<file path="config.mk">
export PLATFORM = sky130hd
export DESIGN_NAME = lot_occupancy_counter
export DESIGN_NICKNAME = d
export VERILOG_FILES = /design/src/rtl/lot_pkg.sv /design/src/rtl/bcd_updown_digit.sv /design/src/rtl/lot_occupancy_counter.sv
export SDC_FILE = /design/constraint.sdc
export NUM_CORES = 1
export LEC_CHECK = 0
export ABC_CLOCK_PERIOD_IN_PS = 3100
export BUFFER_PORTS_ARGS = -buffer_cell sky130_fd_sc_hd__buf_2
export CORE_UTILIZATION = 30
export DETAILED_ROUTE_END_ITERATION = 10
export PLACE_DENSITY = 0.46
export SLEW_MARGIN = 5
export SYNTH_ARGS = -nofsm -noshare
export SYNTH_HDL_FRONTEND = slang
export SYNTH_SLANG_ARGS = --single-unit
</file>
<file path="constraint.sdc">
create_clock -name clk -period 3.1 [get_ports clk]
set_input_delay 0.31 -clock clk [delete_from_list [all_inputs] [get_ports clk]]
set_output_delay 0.31 -clock clk [all_outputs]
set_load 0.01 [all_outputs]
</file>
<file path="src/rtl/lot_pkg.sv">
// Shared types and widths for the parking-lot occupancy counter.
package lot_pkg;

  localparam int COUNT_W = 7;
  localparam int BCD_W   = 4;

  typedef enum logic [1:0] {
    ST_EMPTY   = 2'd0,
    ST_PARTIAL = 2'd1,
    ST_FULL    = 2'd2
  } occ_state_t;

endpackage

</file>
<file path="src/rtl/bcd_updown_digit.sv">
// One decimal digit of an up/down BCD counter; carry/borrow ripple to the next digit.
module bcd_updown_digit
  import lot_pkg::*;
(
  input  logic             clk,
  input  logic             reset,
  input  logic             clear,
  input  logic             inc,
  input  logic             dec,
  output logic [BCD_W-1:0] digit,
  output logic             carry,
  output logic             borrow
);

  logic [BCD_W-1:0] digit_q;
  logic [BCD_W-1:0] digit_d;

  // NOTE: default assignment first so every path drives digit_d and no latch is inferred.
  always_comb begin
    digit_d = digit_q;
    if (clear) begin
      digit_d = '0;
    end else if (inc) begin
      digit_d = (digit_q == 4'd9) ? 4'd0 : digit_q + 4'd1;
    end else if (dec) begin
      digit_d = (digit_q == 4'd0) ? 4'd9 : digit_q - 4'd1;
    end
  end

  // NOTE: non-blocking assignments in clocked blocks so all registers update from pre-edge values.
  always_ff @(posedge clk) begin
    if (!reset) begin
      digit_q <= '0;
    end else begin
      digit_q <= digit_d;
    end
  end

  assign digit  = digit_q;
  assign carry  = inc & (digit_q == 4'd9);
  assign borrow = dec & (digit_q == 4'd0);

endmodule

</file>
<file path="src/rtl/lot_occupancy_counter.sv">
// Saturating lot occupancy counter with edge-detected enter/exit, BCD display digits,
// empty/full state machine and sticky overflow/underflow flags.
module lot_occupancy_counter
  import lot_pkg::*;
#(
  parameter int CAPACITY = 20
) (
  input  logic               clk,
  input  logic               reset,
  input  logic               enter,
  input  logic               exit,
  input  logic               clear,
  output logic [COUNT_W-1:0] count,
  output logic [BCD_W-1:0]   bcd_tens,
  output logic [BCD_W-1:0]   bcd_ones,
  output logic               empty,
  output logic               full,
  output logic               err_overflow,
  output logic               err_underflow
);

  localparam logic [COUNT_W-1:0] CAP = COUNT_W'(CAPACITY);

  logic enter_q, exit_q, enter_prev_q, exit_prev_q;
  logic ent_ev, ex_ev, only_ent, only_ex, inc, dec;
  logic [COUNT_W-1:0] count_q, count_d;
  occ_state_t state_q, state_d;
  logic empty_q, full_q, ovf_q, ovf_d, unf_q, unf_d;
  logic ones_carry, ones_borrow, tens_carry_unused, tens_borrow_unused;

  // Input and history registers are deliberately untouched by clear.
  always_ff @(posedge clk) begin
    if (!reset) begin
      enter_q      <= 1'b0;
      exit_q       <= 1'b0;
      enter_prev_q <= 1'b0;
      exit_prev_q  <= 1'b0;
    end else begin
      enter_q      <= enter;
      exit_q       <= exit;
      enter_prev_q <= enter_q;
      exit_prev_q  <= exit_q;
    end
  end

  assign ent_ev   = enter_q & ~enter_prev_q;
  assign ex_ev    = exit_q & ~exit_prev_q;
  assign only_ent = ent_ev & ~ex_ev;
  assign only_ex  = ex_ev & ~ent_ev;
  assign inc      = only_ent & (count_q != CAP);
  assign dec      = only_ex & (count_q != '0);

  always_comb begin
    count_d = count_q;
    ovf_d   = ovf_q;
    unf_d   = unf_q;
    state_d = state_q;
    if (clear) begin
      count_d = '0;
      ovf_d   = 1'b0;
      unf_d   = 1'b0;
      state_d = ST_EMPTY;
    end else begin
      if (inc) count_d = count_q + 7'd1;
      else if (dec) count_d = count_q - 7'd1;
      if (only_ent && state_q == ST_FULL) ovf_d = 1'b1;
      if (only_ex && state_q == ST_EMPTY) unf_d = 1'b1;
      case (state_q)
        ST_EMPTY:   if (inc) state_d = (CAP == 7'd1) ? ST_FULL : ST_PARTIAL;
        ST_PARTIAL: begin
          if (inc && count_q == CAP - 7'd1) state_d = ST_FULL;
          else if (dec && count_q == 7'd1) state_d = ST_EMPTY;
        end
        ST_FULL:    if (dec) state_d = (CAP == 7'd1) ? ST_EMPTY : ST_PARTIAL;
        default:    state_d = ST_EMPTY;
      endcase
    end
  end

  always_ff @(posedge clk) begin
    if (!reset) begin
      count_q <= '0;
      state_q <= ST_EMPTY;
      empty_q <= 1'b1;
      full_q  <= 1'b0;
      ovf_q   <= 1'b0;
      unf_q   <= 1'b0;
    end else begin
      count_q <= count_d;
      state_q <= state_d;
      empty_q <= (state_d == ST_EMPTY);
      full_q  <= (state_d == ST_FULL);
      ovf_q   <= ovf_d;
      unf_q   <= unf_d;
    end
  end

  bcd_updown_digit u_ones (
    .clk    (clk),
    .reset  (reset),
    .clear  (clear),
    .inc    (inc),
    .dec    (dec),
    .digit  (bcd_ones),
    .carry  (ones_carry),
    .borrow (ones_borrow)
  );

  // Count saturates at 99 or below, so the tens digit never ripples further.
  bcd_updown_digit u_tens (
    .clk    (clk),
    .reset  (reset),
    .clear  (clear),
    .inc    (ones_carry),
    .dec    (ones_borrow),
    .digit  (bcd_tens),
    .carry  (tens_carry_unused),
    .borrow (tens_borrow_unused)
  );

  assign count         = count_q;
  assign empty         = empty_q;
  assign full          = full_q;
  assign err_overflow  = ovf_q;
  assign err_underflow = unf_q;

endmodule

</file>
==> results.yml, run 1 <==
run_status:
  status: "completed"
drt:
  vias: 1303
  wl_per_cell_um: 13.6
  drt_wl_total_mm: 3.22
  post_drt_via_cell_ratio: 5.52
  drt_iter0_drc: 63
  firstDrtPassIters: 4
  ant_nets: 0
  drc: 0
global_routing:
  grt_max_degree: 20
  antenna_found_initial: 0
  grt_pass1_vias: 1215
  globalRoute.totalOverflow: 0
  grtUsageTotal_pct: 13.8
  grt_pass1_wl_mm: 5.55
worst_setup_path:
  cp-start-kind: "flip-flop"
  path_cells: "inv_1, ha_1, or3b_1, o311ai_4, nor3_2, a211oi_1, nor3_1"
  crit_arrival_ns: 2.65
  crit_slowest_cell: "o311ai_4"
  worstPathMaxFanout: 16
  critPathTopFamily: "compound AO/OA/AOI/OAI gates"
  crit_required_ns: 3.22
  cp_num_buf_inv: 1
  critPathMaxStageDelay_ns: 0.70
  r2r_slack_ns: 0.57
  critPathCaptureType: "flip-flop"
  path_class: "flip-flop to flip-flop"
timing:
  fin_crit_ns: 2.53
  tightest_slew_ns: 0.816
  fmax_mhz: 396
  hold_violations: 0
  slew_violations: 0
  grt_setup_unrepaired: "no"
  period_share_pct: 81.5
  clock-skew-final_ns: 0.00611
  setup_viol: 0
  setup_tns_ns: 0
  slew_headroom_pct: 45.6
synthesis:
  synthSimpleGateAreaFrac_pct: 26.4
  synth_mux_area_share_pct: 0.716
  yosysWarnings: 0
  syn_nets: 176
  syn_inst: 168
  avgSynthCellArea_um2: 8.33
  ys_seq_area_share_pct: 35.8
  synth_edf_count: 0
  synth_xor_area_share_pct: 4.38
  async_flop_share_pct: 0
  synth_cell_types: 51
  synthAdderAreaFrac_pct: 2.68
  syn_area_um2: 1400
  synth_compound_area_share_pct: 24.2
  synth_ff_type: "dfxtp_1"
  ys_seq_elements: 25
  synth_top_family_by_area: "simple AND/OR/NAND/NOR gates"
layout:
  fin_nets: 193
  stdcell_count: 236
  final_cell_mix: "25 x dfxtp_1, 23 x buf_2, 20 x nor2_1"
  drive_above_1_share_pct: 18.5
  layout_commonest_cell: "dfxtp_1"
  diodes: 0
  syn_to_final_growth_pct: 11.6
floorplan:
  rows: 24
  core_area_um2: 4410
  start_util_pct: 31.7
  dieWidth_um: 70.3
  die_h_um: 70.3
  ioPinCount: 24
  dieArea_um2: 4940
clock_tree:
  clk_pin_slew_ns: 0.09
  cts_buffer_depth: 2
  clockRootBuffer: "clkbuf_8"
  cts_sinks: 25
  tritoncts: "yes"
  cts.repair.resized: 0
  cts_buffers: 3
  postCtsSetupRepairBufs: 0
  clk_latency_ns: 0.27
  htreeDepth: 1
  cts_hold_buf: 0
run:
  drv_cap: 0
power_and_ir_drop:
  power_density_nw_per_um2: 375
  ir_worst_vdd_mv: 0.235
  report.power.total_mw: 0.586
  p_leak_nw: 0.564
place:
  placedCellCount: 232
  gp_congestion: 0.794
  portBuffers: 23
  dp_hpwl_mm: 2.33
worst_hold_path:
  hp-class: "primary input to flip-flop"
==> layout make-up <==
type	count	area, um2
clock buffers	3	41.3
clock inverters	1	5.00
fillers	472	2850
inverters	5	18.8
multi-input cells	127	816
flip-flops and latches	25	500
well taps	52	65.1
repair buffers	23	115
==> path summary, 6_finish.rpt <==
path | startpoint | cells after the start | endpoint
worst max-delay path | count[0]$_SDFFE_PP0P_ | 7 | u_tens.digit[2]$_SDFFE_PP0P_
worst max register to register | count[0]$_SDFFE_PP0P_ | 7 | u_tens.digit[2]$_SDFFE_PP0P_
worst min register to register | err_underflow$_SDFFE_PP0P_ | 2 | err_underflow$_SDFFE_PP0P_
worst min-delay path | enter | 2 | enter_q$_SDFF_PN0_
==> report_power, final <==
group | switching [mW] | total, mW | internal [mW]
registers | 0.00807 | 0.335 | 0.327
logic | 0.0344 | 0.0551 | 0.0207
clock network | 0.106 | 0.196 | 0.0899
total | 0.148 | 0.586 | 0.438
==> layer usage <==
metal	vias up	part of all wire [%]	GRT usage, %
li1	647	-	-
met1	617	48	17.9
met2	35	46	22.9
met3	4	5.6	3.03
met4	0	0.71	3.56
met5	-	0	0
==> Yosys cell counts (3+ instances only) <==
library cell / number / area (um2)
dfxtp_1: 25 / 500
nor2_1: 20 / 75.1
nand2_1: 11 / 41.3
a21oi_1: 10 / 50.1
nand3_1: 7 / 35.0
nand2b_1: 6 / 37.5
inv_1: 5 / 18.8
nor3_1: 5 / 25.0
o21ai_0: 5 / 25.0
xnor2_1: 5 / 43.8
a31oi_1: 4 / 25.0
and2_1: 4 / 25.0
clkbuf_1: 4 / 15.0
ha_1: 3 / 37.5
nor4_1: 3 / 18.8
o22ai_1: 3 / 18.8
==> cells by family (layout without fill, tap and decap cells) <==
group / Yosys count / after routing
multiplexers: 1 / 1
buffers and inverters: 16 / 32
XOR/XNOR: 7 / 7
AO/OA/AOI/OAI: 45 / 45
flip-flops: 25 / 25
adder cells (fa/ha/maj): 3 / 3
AND/OR/NAND/NOR: 71 / 71
==> per-stage QoR <==
step | utilization (%) | hold WS (ns) | setup WS (ns) | cell area [um2]
4_1_cts | 35.4 | 0.232 | 0.564 | 1560
6_report | 35.4 | 0.243 | 0.572 | 1560
3_5_place_dp | 34.3 | 0.474 | 0.598 | 1520
2_1_floorplan | - | 0.432 | 1.03 | 1400
5_1_grt | 35.4 | 0.238 | 0.340 | 1560
3_3_place_gp | 34.3 | 0.453 | 0.688 | 1520
==> flip-flops by register name (all words and copies together), names as in the netlist <==
register / flops
full: 1
state_q: 2
count: 7
u_ones.digit: 4
enter_q: 1
err_underflow: 1
exit_prev_q: 1
u_tens.digit: 4
exit_q: 1
err_overflow: 1
enter_prev_q: 1
empty: 1
==> worst reg2reg max path, stage by stage (launching register included) <==
cell and delay, ns:
dfxtp_1 0.40, inv_1 0.11, ha_1 0.21, or3b_1 0.50, o311ai_4 0.70, nor3_2 0.14, a211oi_1 0.26, nor3_1 0.07
Note: power is estimated with default switching activity, not from simulation.
==> inputs of run 2 (changes only) <==
- ABC_CLOCK_PERIOD_IN_PS: 3100 -> 2620
- clock period: 3.1 -> 2.62 ns (I/O delays scaled with it)
==> run 2 against run 1 <==
  * First-iteration DRC count is 24% lower
  * Register-to-register slack worse by 0.35 ns
  * Sequential cell count stayed put
  * Sequential share of layout area is 0.31 points lower
  * Cell count is 0.85% higher
  * Clock-buffer cell count stayed put
  * Global-route usage is 0.41 points higher
  * Sequential power is 18% higher
  * Wire length is 2.3% higher
  * Clock skew is 0.0051 ns lower
  * Fmax is 5.5% higher
  * Largest cell class unchanged
  * Largest power group unchanged
  * Highest routed layer unchanged
==> results.yml, run 2 (synthesis results as in run 1) <==
run_status:
  status: "completed"
floorplan:
  start_util_pct: 31.7
  dieArea_um2: 4940
  die_h_um: 70.3
  dieWidth_um: 70.3
  rows: 24
  core_area_um2: 4410
  ioPinCount: 24
timing:
  clock-skew-final_ns: 0.000984
  slew_violations: 0
  fmax_mhz: 417
  worst_slack_ns: 0.224
  hold_ws_ns: 0.192
  hold_violations: 0
  slew_headroom_pct: 49.6
  setup_tns_ns: 0
  setup_viol: 0
  tightest_slew_ns: 0.756
  fin_crit_ns: 2.40
  grt_setup_unrepaired: "no"
  period_share_pct: 91.4
layout:
  final_cell_mix: "25 x dfxtp_1, 23 x buf_2, 20 x nor2_1"
  fin_nets: 195
  stdcell_count: 238
  layout_commonest_cell: "dfxtp_1"
  syn_to_final_growth_pct: 12.7
  diodes: 0
  drive_above_1_share_pct: 19.4
  largest_reg_flops: 7
clock_tree:
  clk_pin_slew_ns: 0.09
  postCtsSetupRepairBufs: 0
  cts_buffer_depth: 2
  htreeDepth: 1
  clk_latency_ns: 0.28
  cts_hold_buf: 0
  cts_sinks: 25
  cts_buffers: 3
  tritoncts: "yes"
  clockRootBuffer: "clkbuf_8"
  cts.repair.resized: 0
power_and_ir_drop:
  internal-power_mw: 0.520
  p_switching_mw: 0.184
  power_density_nw_per_um2: 446
  p_leak_nw: 0.574
  report.power.total_mw: 0.703
  clock_power_share_pct: 34.2
  ir_worst_vdd_mv: 0.192
  switching_share_pct: 26.1
  comb_power_share_pct: 9.5
  power_frac_seq_pct: 56.4
worst_setup_path:
  r2r-end: "u_tens.digit[1]$_SDFFE_PP0P_"
  crit_required_ns: 2.82
  path_class: "flip-flop to flip-flop"
  r2r_slack_ns: 0.22
  worstPathMaxFanout: 12
  reg2reg_from: "count[0]$_SDFFE_PP0P_"
  crit_arrival_ns: 2.60
  path_cells: "inv_1, ha_1, or3b_1, o211ai_2, or4_1, o22a_1, a21oi_1"
  cp-start-kind: "flip-flop"
  critPathMaxStageDelay_ns: 0.58
  critPathCaptureType: "flip-flop"
  reg2reg_depth: 7
  crit_slowest_cell: "or4_1"
global_routing:
  grtUsageTotal_pct: 14.2
  antenna_found_initial: 0
  grt_pass1_wl_mm: 5.61
  grt_pass1_vias: 1258
  globalRoute.totalOverflow: 0
  grt_max_degree: 20
place:
  dp_hpwl_mm: 2.38
  gp_congestion: 0.797
  dp_slack_ns: 0.263
  portBuffers: 23
  placedCellCount: 234
drt:
  drt_wl_total_mm: 3.29
  drt_iter0_drc: 48
  wl_per_cell_um: 13.8
  ant_nets: 0
  post_drt_via_cell_ratio: 5.44
  vias: 1295
  drc: 0
  firstDrtPassIters: 4
run:
  drv_cap: 0
worst_hold_path:
  min_from: "exit"
  min_to: "exit_q$_SDFF_PN0_"
  hp-class: "primary input to flip-flop"
  hold_depth: 2
## run 2: changes by cell type in the layout (fill, tap and decap cells not counted), sizes merged
cell,change
buf,+2
## run 2: worst max-delay path, delay by kind of cell (launching register included)
family,cells,cell delay [ns]
AOI/OAI and AO/OA,3,0.64
adders and majority gates,1,0.23
buffers and inverters,1,0.10
DFF,1,0.46
and+or+nand+nor,2,0.89
## run 2: worst max-delay path by stage
stage,startpoint,to,slack [ns],cells after the start
6_report,count[0]$_SDFFE_PP0P_,u_tens.digit[1]$_SDFFE_PP0P_,0.22,7
2_1_floorplan,count[0]$_SDFFE_PP0P_,u_ones.digit[2]$_SDFFE_PP0P_,0.55,9
3_3_place_gp,count[0]$_SDFFE_PP0P_,u_tens.digit[1]$_SDFFE_PP0P_,0.32,7
5_1_grt,count[0]$_SDFFE_PP0P_,u_tens.digit[1]$_SDFFE_PP0P_,0.08,7
3_5_place_dp,count[0]$_SDFFE_PP0P_,u_tens.digit[1]$_SDFFE_PP0P_,0.26,7
4_1_cts,count[0]$_SDFFE_PP0P_,u_tens.digit[1]$_SDFFE_PP0P_,0.23,7
## run 2: area by class of cell
type	instances	area [um2]
tap	52	65.1
timing repair buffer	25	130
fill	465	2840
inverter	5	18.8
sequential	25	500
multi-input combinational	127	816
clock inverter	1	5.00
clock buffer	3	41.3
## run 2: layer usage
layer  wire (um)  GRT usage (%)
met1        1560           18.1
met2        1550           23.1
met3         136           3.03
met4          49           5.56
met5           0              0
## run 2: per-stage QoR
step / utilization (%) / instance area, um2
floorplan: - / 1400
global placement: 34.7 / 1530
detailed placement: 34.7 / 1530
CTS: 35.7 / 1580
global route: 35.7 / 1580
finish: 35.7 / 1580
## run 2: power groups by stage
stage,logic [mW],registers (mW),clock network [mW]
final,0.0667,0.396,0.240
after CTS,0.0675,0.396,0.252
after detailed placement,0.0672,0.405,0
after global placement,0.0668,0.405,0
after global routing,0.0748,0.398,0.266
after floorplan,0.0530,0.403,0
==> inputs of run 3 (changes only) <==
- ABC_AREA: default -> 1
==> run 3 against run 2 <==
  * Design area up 12%
  * Register-to-register slack improved by 0.47 ns
  * Area after synthesis increased by 10%
  * Worst setup slack improved by 0.47 ns
  * Die area increased by 9.8%
  * Via count grew 17%
  * Wire length increased by 4.8%
  * Clock-buffer cell count unchanged
  * First-iteration DRC count is 42% higher
  * Fmax increased by 25%
  * Clock power barely moved
==> results.yml, run 3 <==
run_status:
  status: "completed"
worst_setup_path:
  crit_start: "count[0]$_SDFFE_PP0P_"
  r2r_slack_ns: 0.70
  crit_required_ns: 2.79
  reg2reg_depth: 10
  critPathCaptureType: "flip-flop"
  reg2reg_from: "count[0]$_SDFFE_PP0P_"
  worstPathMaxFanout: 13
  cp-start-kind: "flip-flop"
  path_class: "flip-flop to flip-flop"
  crit_arrival_ns: 2.10
  r2r-end: "u_ones.digit[1]$_SDFFE_PP0P_"
layout:
  syn_to_final_growth_pct: 14.8
  diodes: 0
  final_cell_mix: "67 x nand2_1, 31 x nor2_1, 26 x inv_1"
  drive_above_1_share_pct: 19.2
  utilization_pct: 36.7
  layout_commonest_cell: "nand2_1"
  stdcell_count: 338
  largest_reg_flops: 7
  fin_nets: 280
  fin_area_um2: 1770
timing:
  tightest_slew_ns: 0.269
  hold_violations: 0
  fmax_mhz: 520
  fin_crit_ns: 1.92
  setup_viol: 0
  clock-skew-final_ns: 0.00274
  setup_tns_ns: 0
  grt_setup_unrepaired: "no"
  slew_violations: 0
  period_share_pct: 73.4
  slew_headroom_pct: 82.0
clock_tree:
  cts_buffers: 3
  cts_hold_buf: 0
  clockRootBuffer: "clkbuf_8"
  cts_sinks: 25
  cts_buffer_depth: 2
  tritoncts: "yes"
  htreeDepth: 1
  cts.repair.resized: 0
  clk_latency_ns: 0.27
  postCtsSetupRepairBufs: 0
  clk_pin_slew_ns: 0.10
floorplan:
  core_area_um2: 4820
  ioPinCount: 24
  die_h_um: 73.7
  dieWidth_um: 73.7
  start_util_pct: 32.0
  dieArea_um2: 5420
  rows: 25
synthesis:
  synth_ff_type: "dfxtp_1"
  ys_seq_elements: 25
  syn_inst: 246
  synth_top_cell_by_area: "dfxtp_1"
  ys_seq_area_share_pct: 32.5
  yosysWarnings: 0
  yosysMostFrequentCell: "nand2_1"
  avgSynthCellArea_um2: 6.26
  async_flop_share_pct: 0
  syn_area_um2: 1540
  synth_cell_types: 24
  syn_nets: 254
  synth_edf_count: 0
  netlist.area_leader.share_pct: 32.5
  ys_top_cells_by_area: "dfxtp_1 32%, nand2_1 16%, nor2_1 7.6%"
  yosys-top-cells-count: "67 x nand2_1, 31 x nor2_1, 26 x inv_1"
global_routing:
  gr-usage-met3_pct: 2.88
  globalRoute.totalOverflow: 0
  antenna_found_initial: 0
  busiest_layer: "met2"
  grtUsageTotal_pct: 14.3
  grt_util_met1_pct: 19.9
  grt_pass1_wl_mm: 6.00
  grt_pass1_vias: 1308
  grt_util_met2_pct: 22.7
  grt_max_degree: 16
power_and_ir_drop:
  power_density_nw_per_um2: 437
  clock_power_share_pct: 31.2
  power_frac_seq_pct: 52.3
  internal-power_mw: 0.543
  ir_worst_vdd_mv: 0.221
  comb_power_share_pct: 16.4
  switching_share_pct: 29.8
  p_switching_mw: 0.230
  p_leak_nw: 0.859
place:
  gp_congestion: 0.795
  dp_hpwl_mm: 2.68
  placed_area_um2: 1720
  placedCellCount: 334
  portBuffers: 23
drt:
  wl_per_cell_um: 10.2
  vias: 1509
  firstDrtPassIters: 4
  drc: 0
  post_drt_via_cell_ratio: 4.46
  drt_iter0_drc: 68
  ant_nets: 0
  drt_wl_total_mm: 3.45
run:
  drv_cap: 0
worst_hold_path:
  min_to: "enter_q$_SDFF_PN0_"
  hold_depth: 3
  min_from: "enter"
  hp-class: "primary input to flip-flop"
[run 3: cells by family after synthesis]
kind of cell | after synthesis | synth area share (%)
xor gates and xnor gates | 4 | 2.27
adders and majority gates | 3 | 2.44
and+or+nand+nor | 138 | 39.1
AOI/OAI and AO/OA | 36 | 12.9
buffers and inverters | 40 | 10.8
DFF | 25 | 32.5
[run 3: power by group through the flow]
stage                     Combinational, mW  Sequential, mW  Clock [mW]
after global routing                  0.148           0.408       0.266
after detailed placement              0.128           0.414           0
final                                 0.127           0.405       0.242
after floorplan                      0.0971           0.415           0
after global placement                0.130           0.413           0
after CTS                             0.129           0.405       0.254
[run 3: critical path, stage by stage (launching register included)]
cell	delay, ns
dfxtp_1	0.45
inv_1	0.09
ha_1	0.25
nand2_2	0.10
nor2_2	0.04
nand2_2	0.12
nand2_4	0.14
nand2_2	0.23
clkinv_1	0.20
a21oi_1	0.16
nor2_1	0.05
[run 3: worst max path at each step]
stage / endpoint / slack, ns / depth (start not counted)
after floorplan: count[1]$_SDFFE_PP0P_ / 1.06 / 10
after global placement: u_ones.digit[1]$_SDFFE_PP0P_ / 0.74 / 10
after detailed placement: u_ones.digit[1]$_SDFFE_PP0P_ / 0.71 / 10
after CTS: u_ones.digit[1]$_SDFFE_PP0P_ / 0.69 / 10
after global routing: u_ones.digit[1]$_SDFFE_PP0P_ / 0.45 / 10
final: u_ones.digit[1]$_SDFFE_PP0P_ / 0.70 / 10
[run 3: metal layers]
layer | part of all wire, % | up-vias | wire (um)
met3 | 3.0 | 2 | 105
met1 | 53 | 658 | 1820
met4 | 0.75 | 0 | 26
met2 | 43 | 21 | 1500
li1 | - | 828 | -
met5 | 0 | - | 0
[run 3: metrics by stage]
step	total power [mW]	setup WS (ns)	hold WS [ns]
after floorplan	0.512	1.06	0.331
after global placement	0.543	0.739	0.441
after detailed placement	0.542	0.713	0.445
after CTS	0.788	0.686	0.154
after global routing	0.822	0.448	0.159
final	0.773	0.697	0.162
[run 3: final cells by class]
| class | count | area [um2] |
|---|---|---|
| clock inverter | 1 | 7.51 |
| fill | 559 | 3050 |
| clock buffer | 3 | 41.3 |
| sequential | 25 | 500 |
| timing repair buffer | 24 | 123 |
| tap | 67 | 83.8 |
| multi-input combinational | 181 | 873 |
| inverter | 37 | 139 |
